$ cat src/rtl/bus_ctrl_pkg.sv
// Shared definitions for the bus transfer controller, register bank and bus mux:
// FSM state encoding, default bus geometry and a register-index range helper.
package bus_ctrl_pkg;

    typedef enum logic [1:0] {
        ST_IDLE  = 2'd0,
        ST_SETUP = 2'd1,
        ST_LOAD  = 2'd2,
        ST_DONE  = 2'd3
    } state_t;

    localparam int DEF_NUM_REQ = 4;
    localparam int DEF_NUM_REG = 8;
    localparam int DEF_SEL_W   = 3;

    function automatic logic idx_in_range(input int idx, input int num_reg);
        return (idx < num_reg) ? 1'b1 : 1'b0;
    endfunction

endpackage

$ cat src/rtl/bus_transfer_arbiter_if.sv
// Requester-side handshake and register-bus control signals of the transfer arbiter.
// The master modport is the requester/bank side, the slave modport is the arbiter.
interface bus_transfer_arbiter_if #(
    parameter int NUM_REQ = bus_ctrl_pkg::DEF_NUM_REQ,
    parameter int NUM_REG = bus_ctrl_pkg::DEF_NUM_REG,
    parameter int SEL_W   = bus_ctrl_pkg::DEF_SEL_W
);
    logic [NUM_REQ-1:0]       req;
    logic [NUM_REQ*SEL_W-1:0] src_sel;
    logic [NUM_REQ*SEL_W-1:0] dst_sel;
    logic [NUM_REQ-1:0]       grant;
    logic [NUM_REQ-1:0]       ack;
    logic                     err;
    logic [SEL_W-1:0]         bus_sel;
    logic [NUM_REG-1:0]       load_en;
    logic                     busy;

    modport master (
        output req, src_sel, dst_sel,
        input  grant, ack, err, bus_sel, load_en, busy
    );

    modport slave (
        input  req, src_sel, dst_sel,
        output grant, ack, err, bus_sel, load_en, busy
    );

endinterface

$ cat src/rtl/bus_transfer_arbiter_rr_arbiter.sv
// Round-robin picker: searches from the slot after the last winner and moves its
// pointer only when the caller says the winner was actually granted.
module rr_arbiter #(
    parameter int NUM_REQ = 4,
    parameter int IDX_W   = (NUM_REQ > 1) ? $clog2(NUM_REQ) : 1
) (
    input  logic               clk,
    input  logic               reset,
    input  logic [NUM_REQ-1:0] req,
    input  logic               advance,
    output logic [NUM_REQ-1:0] winner,
    output logic [IDX_W-1:0]   winner_idx,
    output logic               any_req
);

    logic [IDX_W-1:0] ptr_r;
    logic [IDX_W-1:0] idx_s;
    logic [IDX_W-1:0] cand_s;
    logic             found_s;
    logic             hit_s;

    // First requester at or after the pointer, wrapping around.
    always_comb begin
        found_s = 1'b0;
        idx_s   = '0;
        cand_s  = '0;
        hit_s   = 1'b0;
        for (int off = 0; off < NUM_REQ; off++) begin
            cand_s  = IDX_W'((int'(ptr_r) + off) % NUM_REQ);
            hit_s   = ~found_s & req[cand_s];
            idx_s   = hit_s ? cand_s : idx_s;
            found_s = found_s | hit_s;
        end
    end

    // One-hot decode of the chosen index.
    always_comb begin
        winner = '0;
        for (int i = 0; i < NUM_REQ; i++) begin
            winner[i] = found_s & (idx_s == IDX_W'(i));
        end
    end

    assign winner_idx = idx_s;
    assign any_req    = found_s;

    // Pointer steps past the granted core; it stays put when nobody is granted.
    always_ff @(posedge clk or negedge reset) begin
        if (!reset) begin
            ptr_r <= '0;
        end else if (advance) begin
            ptr_r <= (idx_s == IDX_W'(NUM_REQ - 1)) ? '0 : idx_s + IDX_W'(1);
        end else begin
            ptr_r <= ptr_r;
        end
    end

endmodule

$ cat src/rtl/bus_transfer_arbiter.sv
// Shares the register data bus between requesting cores: one register-to-register
// move per grant, sequenced IDLE -> SETUP -> LOAD -> DONE with all outputs registered.
module bus_transfer_arbiter
    import bus_ctrl_pkg::*;
#(
    parameter int NUM_REQ = DEF_NUM_REQ,
    parameter int NUM_REG = DEF_NUM_REG,
    parameter int SEL_W   = DEF_SEL_W
) (
    input  logic                   clk,
    input  logic                   reset,
    bus_transfer_arbiter_if.slave  bus
);

    localparam int IDX_W = (NUM_REQ > 1) ? $clog2(NUM_REQ) : 1;

    state_t             state_r;
    logic [NUM_REQ-1:0] grant_r;
    logic [NUM_REQ-1:0] ack_r;
    logic               err_r;
    logic [SEL_W-1:0]   bus_sel_r;
    logic [SEL_W-1:0]   src_r;
    logic [SEL_W-1:0]   dst_r;
    logic [NUM_REG-1:0] load_en_r;
    logic               busy_r;

    logic [NUM_REQ-1:0] winner_s;
    logic [IDX_W-1:0]   win_idx_s;
    logic               any_s;
    logic               advance_s;
    logic [SEL_W-1:0]   win_src_s;
    logic [SEL_W-1:0]   win_dst_s;
    logic               idx_ok_s;

    assign advance_s = (state_r == ST_IDLE) & any_s;

    rr_arbiter #(
        .NUM_REQ (NUM_REQ),
        .IDX_W   (IDX_W)
    ) u_rr (
        .clk        (clk),
        .reset      (reset),
        .req        (bus.req),
        .advance    (advance_s),
        .winner     (winner_s),
        .winner_idx (win_idx_s),
        .any_req    (any_s)
    );

    // Select the winning core's source/destination fields from the packed vectors.
    always_comb begin
        win_src_s = '0;
        win_dst_s = '0;
        for (int i = 0; i < NUM_REQ; i++) begin
            win_src_s = (win_idx_s == IDX_W'(i)) ? bus.src_sel[i*SEL_W +: SEL_W] : win_src_s;
            win_dst_s = (win_idx_s == IDX_W'(i)) ? bus.dst_sel[i*SEL_W +: SEL_W] : win_dst_s;
        end
    end

    assign idx_ok_s = idx_in_range(int'(src_r), NUM_REG) & idx_in_range(int'(dst_r), NUM_REG);

    // Transfer sequencer; src/dst are frozen at grant so requesters may change them freely.
    always_ff @(posedge clk or negedge reset) begin
        if (!reset) begin
            state_r   <= ST_IDLE;
            grant_r   <= '0;
            ack_r     <= '0;
            err_r     <= 1'b0;
            bus_sel_r <= '0;
            src_r     <= '0;
            dst_r     <= '0;
            load_en_r <= '0;
            busy_r    <= 1'b0;
        end else begin
            case (state_r)
                ST_IDLE: begin
                    if (any_s) begin
                        state_r   <= ST_SETUP;
                        grant_r   <= winner_s;
                        src_r     <= win_src_s;
                        dst_r     <= win_dst_s;
                        bus_sel_r <= win_src_s;
                        busy_r    <= 1'b1;
                    end else begin
                        state_r   <= ST_IDLE;
                    end
                end
                ST_SETUP: begin
                    state_r <= ST_LOAD;
                    // A self-move or an out-of-range index never strobes a register.
                    if (idx_ok_s && (src_r != dst_r)) begin
                        load_en_r <= {{(NUM_REG-1){1'b0}}, 1'b1} << dst_r;
                    end else begin
                        load_en_r <= '0;
                    end
                end
                ST_LOAD: begin
                    state_r   <= ST_DONE;
                    load_en_r <= '0;
                    ack_r     <= grant_r;
                    err_r     <= ~idx_ok_s;
                end
                ST_DONE: begin
                    state_r <= ST_IDLE;
                    ack_r   <= '0;
                    err_r   <= 1'b0;
                    grant_r <= '0;
                    busy_r  <= 1'b0;
                end
                default: begin
                    state_r   <= ST_IDLE;
                    grant_r   <= '0;
                    ack_r     <= '0;
                    err_r     <= 1'b0;
                    load_en_r <= '0;
                    busy_r    <= 1'b0;
                end
            endcase
        end
    end

    assign bus.grant   = grant_r;
    assign bus.ack     = ack_r;
    assign bus.err     = err_r;
    assign bus.bus_sel = bus_sel_r;
    assign bus.load_en = load_en_r;
    assign bus.busy    = busy_r;

endmodule

$ cat src/flat_wrapper.sv
// flat-port wrapper written by rule: the top's interface ports become plain ports
module bus_transfer_arbiter_flat import bus_ctrl_pkg::*;
#(
    parameter int NUM_REQ = DEF_NUM_REQ,
    parameter int NUM_REG = DEF_NUM_REG,
    parameter int SEL_W   = DEF_SEL_W
)
  (clk, reset, bus_req, bus_src_sel, bus_dst_sel, bus_grant, bus_ack, bus_err, bus_bus_sel, bus_load_en, bus_busy);
  bus_transfer_arbiter_if #(.NUM_REQ(NUM_REQ), .NUM_REG(NUM_REG), .SEL_W(SEL_W)) bus_i ();
  input  logic clk;
  input  logic reset;
  input wire logic [$bits(bus_i.req)-1:0] bus_req;
  input wire logic [$bits(bus_i.src_sel)-1:0] bus_src_sel;
  input wire logic [$bits(bus_i.dst_sel)-1:0] bus_dst_sel;
  output wire logic [$bits(bus_i.grant)-1:0] bus_grant;
  output wire logic [$bits(bus_i.ack)-1:0] bus_ack;
  output wire logic [$bits(bus_i.err)-1:0] bus_err;
  output wire logic [$bits(bus_i.bus_sel)-1:0] bus_bus_sel;
  output wire logic [$bits(bus_i.load_en)-1:0] bus_load_en;
  output wire logic [$bits(bus_i.busy)-1:0] bus_busy;
  assign bus_i.req = bus_req;
  assign bus_i.src_sel = bus_src_sel;
  assign bus_i.dst_sel = bus_dst_sel;
  assign bus_grant = bus_i.grant;
  assign bus_ack = bus_i.ack;
  assign bus_err = bus_i.err;
  assign bus_bus_sel = bus_i.bus_sel;
  assign bus_load_en = bus_i.load_en;
  assign bus_busy = bus_i.busy;
  bus_transfer_arbiter #(.NUM_REQ(NUM_REQ), .NUM_REG(NUM_REG), .SEL_W(SEL_W)) u_core (.clk(clk), .reset(reset), .bus(bus_i));
endmodule
$ cat config.mk
export PLATFORM = sky130hd
export DESIGN_NAME = bus_transfer_arbiter_flat
export DESIGN_NICKNAME = d
export VERILOG_FILES = /design/src/rtl/bus_ctrl_pkg.sv /design/src/rtl/bus_transfer_arbiter_if.sv /design/src/rtl/bus_transfer_arbiter_rr_arbiter.sv /design/src/rtl/bus_transfer_arbiter.sv /design/src/flat_wrapper.sv
export SDC_FILE = /design/constraint.sdc
export NUM_CORES = 1
export LEC_CHECK = 0
export ABC_CLOCK_PERIOD_IN_PS = 4200
export BUFFER_PORTS_ARGS = -buffer_cell sky130_fd_sc_hd__buf_2
export CORE_MARGIN = 4
export CORE_UTILIZATION = 55
export DETAILED_ROUTE_END_ITERATION = 10
export PLACE_DENSITY = 0.85
export SLEW_MARGIN = 20
export SYNTH_ARGS = -nofsm -noshare
export SYNTH_HDL_FRONTEND = slang
export SYNTH_SLANG_ARGS = --single-unit
$ cat constraint.sdc
create_clock -name clk -period 4.2 [get_ports clk]
set_input_delay 0.21 -clock clk [delete_from_list [all_inputs] [get_ports clk]]
set_output_delay 0.21 -clock clk [all_outputs]
set_load 0.005 [all_outputs]
==> results.yml, run 1 <==
outcome:
  status: "finished clean"
final_layout:
  final_core_util: 0.675
  drive_above_1_share: 0.272
  nNetsFinal: 255
  fillers: 236
  final_cell_mix: "49 x buf_2, 27 x dfrtp_1, 16 x inv_1"
  final_common_cell: "buf_2"
  antennaDiodeCount: 0
  syn_to_final_growth_pct: 15.8
timing:
  skew_ns: 0.0120
  worst_slew_pin_slew_ns: 0.578
  rsz0062_at_grt: "no"
  hold_violations: 0
  slew_violations: 0
  fmax_mhz: 450
  maxSlewHeadroom: 0.615
  tns_ns: 0
  finalCritPeriodShare: 0.529
  fin_crit_ns: 2.22
  setup_viol: 0
clock_tree:
  cts_root_buf: "clkbuf_4"
  htreeDepth: 1
  cts_hold_buf: 1
  clock-sinks: 27
  insertion_delay_ns: 0.33
  cts_resized: 0
  clock_path_buffers: 2
  clkTransAtPathRegs_ns: 0.16
  cts_tree: "built"
  post_cts_buffers: 0
  numCtsBuffers: 3
floorplan:
  rows: 19
  die_height_um: 62.5
  initial_core_util: 0.583
  num_io_pins: 51
  dieArea_um2: 3910
  die_w_um: 62.5
  coreArea_um2: 2810
routing:
  routed_wl_mm: 3.53
  drt_iter0_markers: 98
  dr.pass1.iters: 4
  viasPerCell: 5.78
  wire_per_inst_um: 14.2
  ant_nets: 0
  vias: 1434
  drc: 0
critical_path:
  start_kind: "register"
  critical_path_required_ns: 4.47
  critical_path_class: "register to register"
  cp_max_fo: 13
  crit_arrival_ns: 2.49
  end_kind: "register"
grt:
  grt_max_degree: 28
  grt_use_met2: 0.310
  gr-usage-met3: 0.0144
  grt_use_total: 0.183
  busiest_layer: "met2"
  antenna_found_initial: 0
  overflow: 0
  met1_usage: 0.243
  grt_pass1_wl_mm: 5.94
  grt_pass1_vias: 1302
run:
  max_cap_violations: 0
logic_synthesis:
  ys_seq_area_frac: 0.413
  synth_cells: 176
  synth_edf_count: 0
  ys.flop_type: "dfrtp_1"
  syn_area_um2: 1640
  avgSynthCellArea_um2: 9.29
  async_flop_share: 1.00
  yosysWarnings: 0
  yosys.cell_types.count: 41
  syn_nets: 213
  ys_seq_elements: 27
place:
  io_buffers: 49
  place.gp.congestion: 0.856
  dp_hpwl_mm: 2.70
power:
  peakVddDrop_uv: 343
  powerDensity_nw_per_um2: 673
  power_mw: 1.27
  p_leak_nw: 0.935
worst_hold_path:
  hp-class: "input port to register"
where the power goes:
part / internal [mW] / switching, mW
sequential: 0.376 / 0.110
combinational: 0.308 / 0.364
clock: 0.0365 / 0.0801
total: 0.720 / 0.554
layer usage:
metal | vias to the layer above | share of wire
li1 | 714 | -
met1 | 664 | 0.44
met2 | 54 | 0.49
met3 | 2 | 0.058
met4 | 0 | 0.0077
met5 | - | 0
cells in the mapped netlist, types with 5 or more instances:
master | n | share of area
a21oi_1 | 9 | 0.028
a221o_1 | 6 | 0.037
a31oi_1 | 10 | 0.038
clkbuf_1 | 5 | 0.011
dfrtp_1 | 27 | 0.41
ha_1 | 7 | 0.054
inv_1 | 16 | 0.037
mux2i_1 | 5 | 0.031
nand2_1 | 13 | 0.030
nand3b_1 | 9 | 0.041
nand4_1 | 5 | 0.019
nor2_1 | 15 | 0.034
o21ai_0 | 6 | 0.018
stage by stage:
stage	setup slack, ns	hold slack (ns)	std cells	area (µm²)
floorplan	2.25	-0.0856	176	1640
CTS	1.98	0.104	248	1890
finish	1.98	0.109	248	1890
global placement	2.15	0.241	243	1850
global route	1.80	0.108	248	1890
detailed placement	2.00	0.244	243	1850
cell families after synthesis:
logic type               after synthesis  synth area share
AO/OA/AOI/OAI                         41             0.174
multiplexers                           8            0.0536
buffers and inverters                 29            0.0773
adder cells (fa/ha/maj)                7            0.0536
other                                  1           0.00229
AND/OR/NAND/NOR                       63             0.226
flip-flops                            27             0.413
path summary, 6_finish.rpt:
path	startpoint	to	slack, ns	depth (start not counted)
worst max register to register	u_core.u_rr.ptr_r[1]$_DFFE_PN0P_	u_core.bus.bus_sel[0]$_DFFE_PN0P_	1.98	7
worst min-delay path	bus_src_sel[10]	u_core.bus.bus_sel[1]$_DFFE_PN0P_	0.11	3
worst max-delay path	u_core.u_rr.ptr_r[1]$_DFFE_PN0P_	u_core.bus.bus_sel[0]$_DFFE_PN0P_	1.98	7
max in group asynchronous	reset	u_core.bus.ack[3]$_DFFE_PN0P_	3.43	2
min in group asynchronous	reset	u_core.bus.grant[1]$_DFFE_PN0P_	0.38	2
worst min register to register	u_core.bus.load_en[2]$_DFFE_PN0P_	u_core.bus.load_en[2]$_DFFE_PN0P_	0.53	2
sequential cells by signal, indices dropped and copies added, names as in the netlist:
signal              flops
u_core.bus.ack          4
u_core.bus.bus_sel      3
u_core.bus.busy         1
u_core.bus.grant        4
u_core.bus.load_en      8
u_core.dst_r            3
u_core.state_r          2
u_core.u_rr.ptr_r       2
worst max-delay path, stage by stage (launching register included):
cell     delay, ns
dfrtp_1       0.48
mux2_2        0.36
nand2_1       0.11
and3_1        0.20
ha_1          0.38
a21oi_1       0.12
a221o_1       0.34
a31oi_1       0.19
area by class of cell:
type,count,area [µm²],area share
repair buffers,50,255,0.135
clock inverters,1,7.51,0.00397
well taps,31,38.8,0.0205
multi-input cells,120,833,0.440
clock buffers,3,22.5,0.0119
flip-flops and latches,27,676,0.357
inverters,16,60.1,0.0317
Note: power is estimated with default switching activity, not from simulation.
==> run 2, diff against run 1 <==
Settings changed: ABC_CLOCK_PERIOD_IN_PS 4200 to 1900, CORE_UTILIZATION 55 to 46, PLACE_DENSITY 0.85 to 0.76.
Clock period 4.2 ns to 1.9 ns, I/O delays scaled along.
==> run 2 against run 1 <==
Effect of this change: the flow now finishes with violations (setup timing); critical path type unchanged; sequential share of layout area is 2.4 points lower; largest power group unchanged; combinational power grew to 2.5 times the previous value; die area increased by 17%; critical path depth stayed put; cell area is 7.5% higher; power grew 140%; clock skew is 0.0040 ns lower; non-clock buffer count up 7.
==> results.yml, run 2 (synthesis results as in run 1) <==
critical_path:
  reg2reg_from: "u_core.u_rr.ptr_r[1]$_DFFE_PN0P_"
  cp_max_fo: 13
  critPathLaunch: "u_core.u_rr.ptr_r[1]$_DFFE_PN0P_"
  r2r_slack_ns: -0.003
  cp_slowest_cell: "dfrtp_2"
  critical_path_required_ns: 2.15
  crit_path_max_incr_delay_ns: 0.46
  r2r-end: "u_core.bus.bus_sel[2]$_DFFE_PN0P_"
  r2r_cells: 7
  end_kind: "register"
  start_kind: "register"
  critical_path_class: "register to register"
  endpoint: "u_core.bus.bus_sel[2]$_DFFE_PN0P_"
  path_cells: "mux2_4 > nand2_4 > and3_4 > ha_4 > a21oi_1 > a221o_1 > a31oi_1"
  crit_arrival_ns: 2.15
clock_tree:
  cts_root_buf: "clkbuf_4"
  numCtsBuffers: 3
  insertion_delay_ns: 0.32
  htreeDepth: 1
  clock_path_buffers: 2
  cts_tree: "built"
  clkTransAtPathRegs_ns: 0.15
  clock-sinks: 27
floorplan:
  num_io_pins: 51
  die_height_um: 67.6
  initial_core_util: 0.482
  coreArea_um2: 3390
  rows: 21
  dieArea_um2: 4570
  die_w_um: 67.6
grt:
  grt_use_total: 0.170
  grt_pass1_vias: 1319
  overflow: 0
  antenna_found_initial: 0
  grt_pass1_wl_mm: 6.02
  grt_max_degree: 28
routing:
  ant_nets: 0
  viasPerCell: 5.42
  wire_per_inst_um: 13.9
  routed_wl_mm: 3.76
  drc: 0
  dr.pass1.iters: 4
  drt_iter0_markers: 54
  vias: 1464
timing:
  rsz0062_at_grt: "yes"
  slew_violations: 0
  fmax_mhz: 525
  setup_ws_ns: -0.00302
  maxSlewHeadroom: 0.611
  hold_violations: 0
  setup_viol: 1
  fin_crit_ns: 1.90
  finalCritPeriodShare: 1.00
  hold_slack_ns: 0.0129
  skew_ns: 0.00800
  worst_slew_pin_slew_ns: 0.584
place:
  place.gp.congestion: 0.863
  dp_hpwl_mm: 2.76
  io_buffers: 49
final_layout:
  multi_input_area_um2: 903
  drive_above_1_share: 0.330
  regArea_um2: 677
  syn_to_final_growth_pct: 24.5
  nNetsFinal: 262
  fillers: 303
  antennaDiodeCount: 0
  largest_reg_flops: 8
  final_common_cell: "buf_2"
  final_cell_mix: "49 x buf_2, 26 x dfrtp_1, 16 x inv_1"
worst_hold_path:
  hold_path_depth: 3
  hp-start: "bus_src_sel[10]"
  hp-class: "input port to register"
power:
  p_leak_nw: 0.990
  power_mw: 3.00
  powerDensity_nw_per_um2: 1470
  peakVddDrop_uv: 708
run:
  max_cap_violations: 0
outcome:
  status: "finished with violations"
  failed_checks: "setup timing"
## run 2: how the worst min path moves through the flow
stage,endpoint,slack [ns]
6_report,u_core.bus.bus_sel[1]$_DFFE_PN0P_,0.01
5_1_grt,u_core.bus.bus_sel[1]$_DFFE_PN0P_,0.001
3_3_place_gp,u_core.bus.load_en[4]$_DFFE_PN0P_,0.14
4_1_cts,u_core.bus.bus_sel[1]$_DFFE_PN0P_,0.01
2_1_floorplan,u_core.bus.ack[0]$_DFFE_PN0P_,-0.20
3_5_place_dp,u_core.bus.load_en[4]$_DFFE_PN0P_,0.13
## run 2: worst max-delay path, delay by kind of cell, from the launching register on
kind / cells / cell delay [ns]
adder cells (fa/ha/maj): 1 / 0.20
flip-flops: 1 / 0.46
multiplexers: 1 / 0.32
AND/OR/NAND/NOR: 2 / 0.29
AO/OA/AOI/OAI: 3 / 0.57
## run 2: final cells by class
type | instances | area share
clock buffer | 3 | 0.0111
tap | 46 | 0.0283
timing repair buffer | 57 | 0.152
sequential | 27 | 0.333
multi-input combinational | 120 | 0.444
clock inverter | 1 | 0.00246
inverter | 16 | 0.0295
## run 2: layer usage
| metal | GRT usage | vias to the layer above | share of wire |
|---|---|---|---|
| met5 | 0 | - | 0 |
| met4 | 0.0532 | 0 | 0.0088 |
| met3 | 0.0233 | 2 | 0.059 |
| met2 | 0.269 | 47 | 0.47 |
| met1 | 0.241 | 688 | 0.47 |
| li1 | - | 727 | - |
## run 2: metrics by stage
step	setup TNS [ns]	setup slack [ns]	utilization	std cells	instance area (µm²)
2_1_floorplan	0	0.000659	-	176	1650
3_3_place_gp	-0.111	-0.0225	0.566	263	1920
3_5_place_dp	-0.478	-0.107	0.566	263	1920
4_1_cts	0	0.00156	0.587	269	1990
5_1_grt	-0.427	-0.114	0.601	270	2040
6_report	-0.00302	-0.00302	0.601	270	2040
## run 2: repair_timing
action | CTS | global route
buffers inserted | 1 | 0
hold endpoints to repair | 27 | 1
hold buffers | 1 | 1
setup endpoints to repair | 6 | 7
pin swaps | 2 | 1
gates resized for setup | 6 | 6
## run 2: power by group
group	internal (mW)	leakage, nW	switching, mW
logic	0.813	0.630	0.868
registers	0.832	0.343	0.240
clock network	0.0787	0.0177	0.163
==> run 3, diff against run 2 <==
--- a/constraint.sdc
+++ b/constraint.sdc
@@ -3,2 +3,2 @@
 set_output_delay 0.095 -clock clk [all_outputs]
-set_load 0.005 [all_outputs]
+set_load 0.1 [all_outputs]
==> run 3 against run 2 <==
Effect of this change: the flow still finishes with violations (setup timing); sequential cell count unchanged; non-clock buffer count unchanged; clock skew decreased by 0.0032 ns; largest cell class unchanged.
==> results.yml, run 3 (synthesis results as in run 1) <==
floorplan:
  dieArea_um2: 4570
  die_height_um: 67.6
  coreArea_um2: 3390
  initial_core_util: 0.482
  die_w_um: 67.6
  rows: 21
  num_io_pins: 51
grt:
  antenna_found_initial: 0
  grt_pass1_vias: 1366
  grt_max_degree: 28
  grt_use_total: 0.171
  overflow: 0
  grt_pass1_wl_mm: 6.08
clock_tree:
  clock_path_buffers: 2
  clkTransAtPathRegs_ns: 0.14
  cts_root_buf: "clkbuf_4"
  insertion_delay_ns: 0.32
  cts_tree: "built"
  htreeDepth: 1
  clock-sinks: 27
  numCtsBuffers: 3
routing:
  routed_wl_mm: 3.80
  ant_nets: 0
  dr.pass1.iters: 4
  vias: 1467
  viasPerCell: 5.43
  wire_per_inst_um: 14.1
  drt_iter0_markers: 96
  drc: 0
critical_path:
  critical_path_required_ns: 2.15
  end_kind: "register"
  start_kind: "register"
  crit_arrival_ns: 2.17
  critical_path_class: "register to register"
  reg2reg_from: "u_core.u_rr.ptr_r[1]$_DFFE_PN0P_"
  cp_max_fo: 13
  critPathLaunch: "u_core.u_rr.ptr_r[1]$_DFFE_PN0P_"
worst_hold_path:
  hp-class: "input port to register"
  hp-start: "bus_dst_sel[11]"
final_layout:
  fin_area_um2: 2020
  instances_no_fill: 270
  largest_reg_flops: 8
  final_cell_mix: "49 x buf_2, 25 x dfrtp_1, 16 x inv_1"
  syn_to_final_growth_pct: 23.5
  drive_above_1_share: 0.326
  antennaDiodeCount: 0
  final_common_cell: "buf_2"
  nNetsFinal: 262
timing:
  worst_slew_pin_slew_ns: 0.588
  setup_ws_ns: -0.0275
  finalCritPeriodShare: 1.01
  tns_ns: -0.0672
  fmax_mhz: 519
  rsz0062_at_grt: "yes"
  maxSlewHeadroom: 0.608
  fin_crit_ns: 1.93
  skew_ns: 0.00479
  setup_viol: 5
  slew_violations: 0
  hold_violations: 0
place:
  place_area_um2: 1920
  io_buffers: 49
  placed_cells: 263
  place.gp.congestion: 0.896
  dp_hpwl_mm: 2.66
outcome:
  failed_checks: "setup timing"
  status: "finished with violations"
run:
  max_cap_violations: 0
[run 3: per-stage QoR]
step	util	setup slack, ns	hold WS, ns
finish	0.596	-0.0275	0.0198
global route	0.596	-0.112	0.00610
CTS	0.589	0.00446	0.00788
detailed placement	0.566	-0.0633	0.132
global placement	0.566	-0.0198	0.135
floorplan	-	-0.00325	-0.201
[run 3: worst max-delay path: stages, from the launching register on]
cell and delay, ns:
dfrtp_1 0.44, nand2b_1 0.17, a21o_1 0.22, and3_4 0.21, ha_4 0.20, nand3b_1 0.17
a221o_1 0.29, a31oi_1 0.16
[run 3: what timing repair did]
action                                 CTS  global route
pin swaps                                1             0
endpoints found under the hold margin   28             0
hold buffers                             2             0
setup endpoints to repair                6             6
resized for setup                        5             3
buffers inserted                         1             0
[run 3: path summary, 6_finish.rpt]
check | end | slack [ns] | cells after the start
max | u_core.bus.bus_sel[2]$_DFFE_PN0P_ | -0.03 | 7
min | u_core.dst_r[2]$_DFFE_PN0P_ | 0.02 | 3
min reg2reg | u_core.bus.load_en[0]$_DFFE_PN0P_ | 0.52 | 1
max reg2reg | u_core.bus.bus_sel[2]$_DFFE_PN0P_ | -0.03 | 7
max in group asynchronous | u_core.bus.bus_sel[1]$_DFFE_PN0P_ | 1.19 | 2
min in group asynchronous | u_core.bus.load_en[3]$_DFFE_PN0P_ | 0.29 | 2
[run 3: layer usage]
layer	global-route usage	part of all wire
met2	0.276	0.48
met3	0.0166	0.051
met4	0.0532	0.0037
met5	0	0
met1	0.240	0.46
[run 3: area by class of cell]
cell class | count | area, µm²
sequential | 27 | 678
tap | 46 | 57.6
multi-input combinational | 120 | 887
inverter | 16 | 60.1
timing repair buffer | 57 | 310
clock buffer | 4 | 26.3
fill | 294 | 1370
Power of run 3 is not shown: default switching activity piles up to over one toggle a cycle in this logic, so the estimate is an artifact.
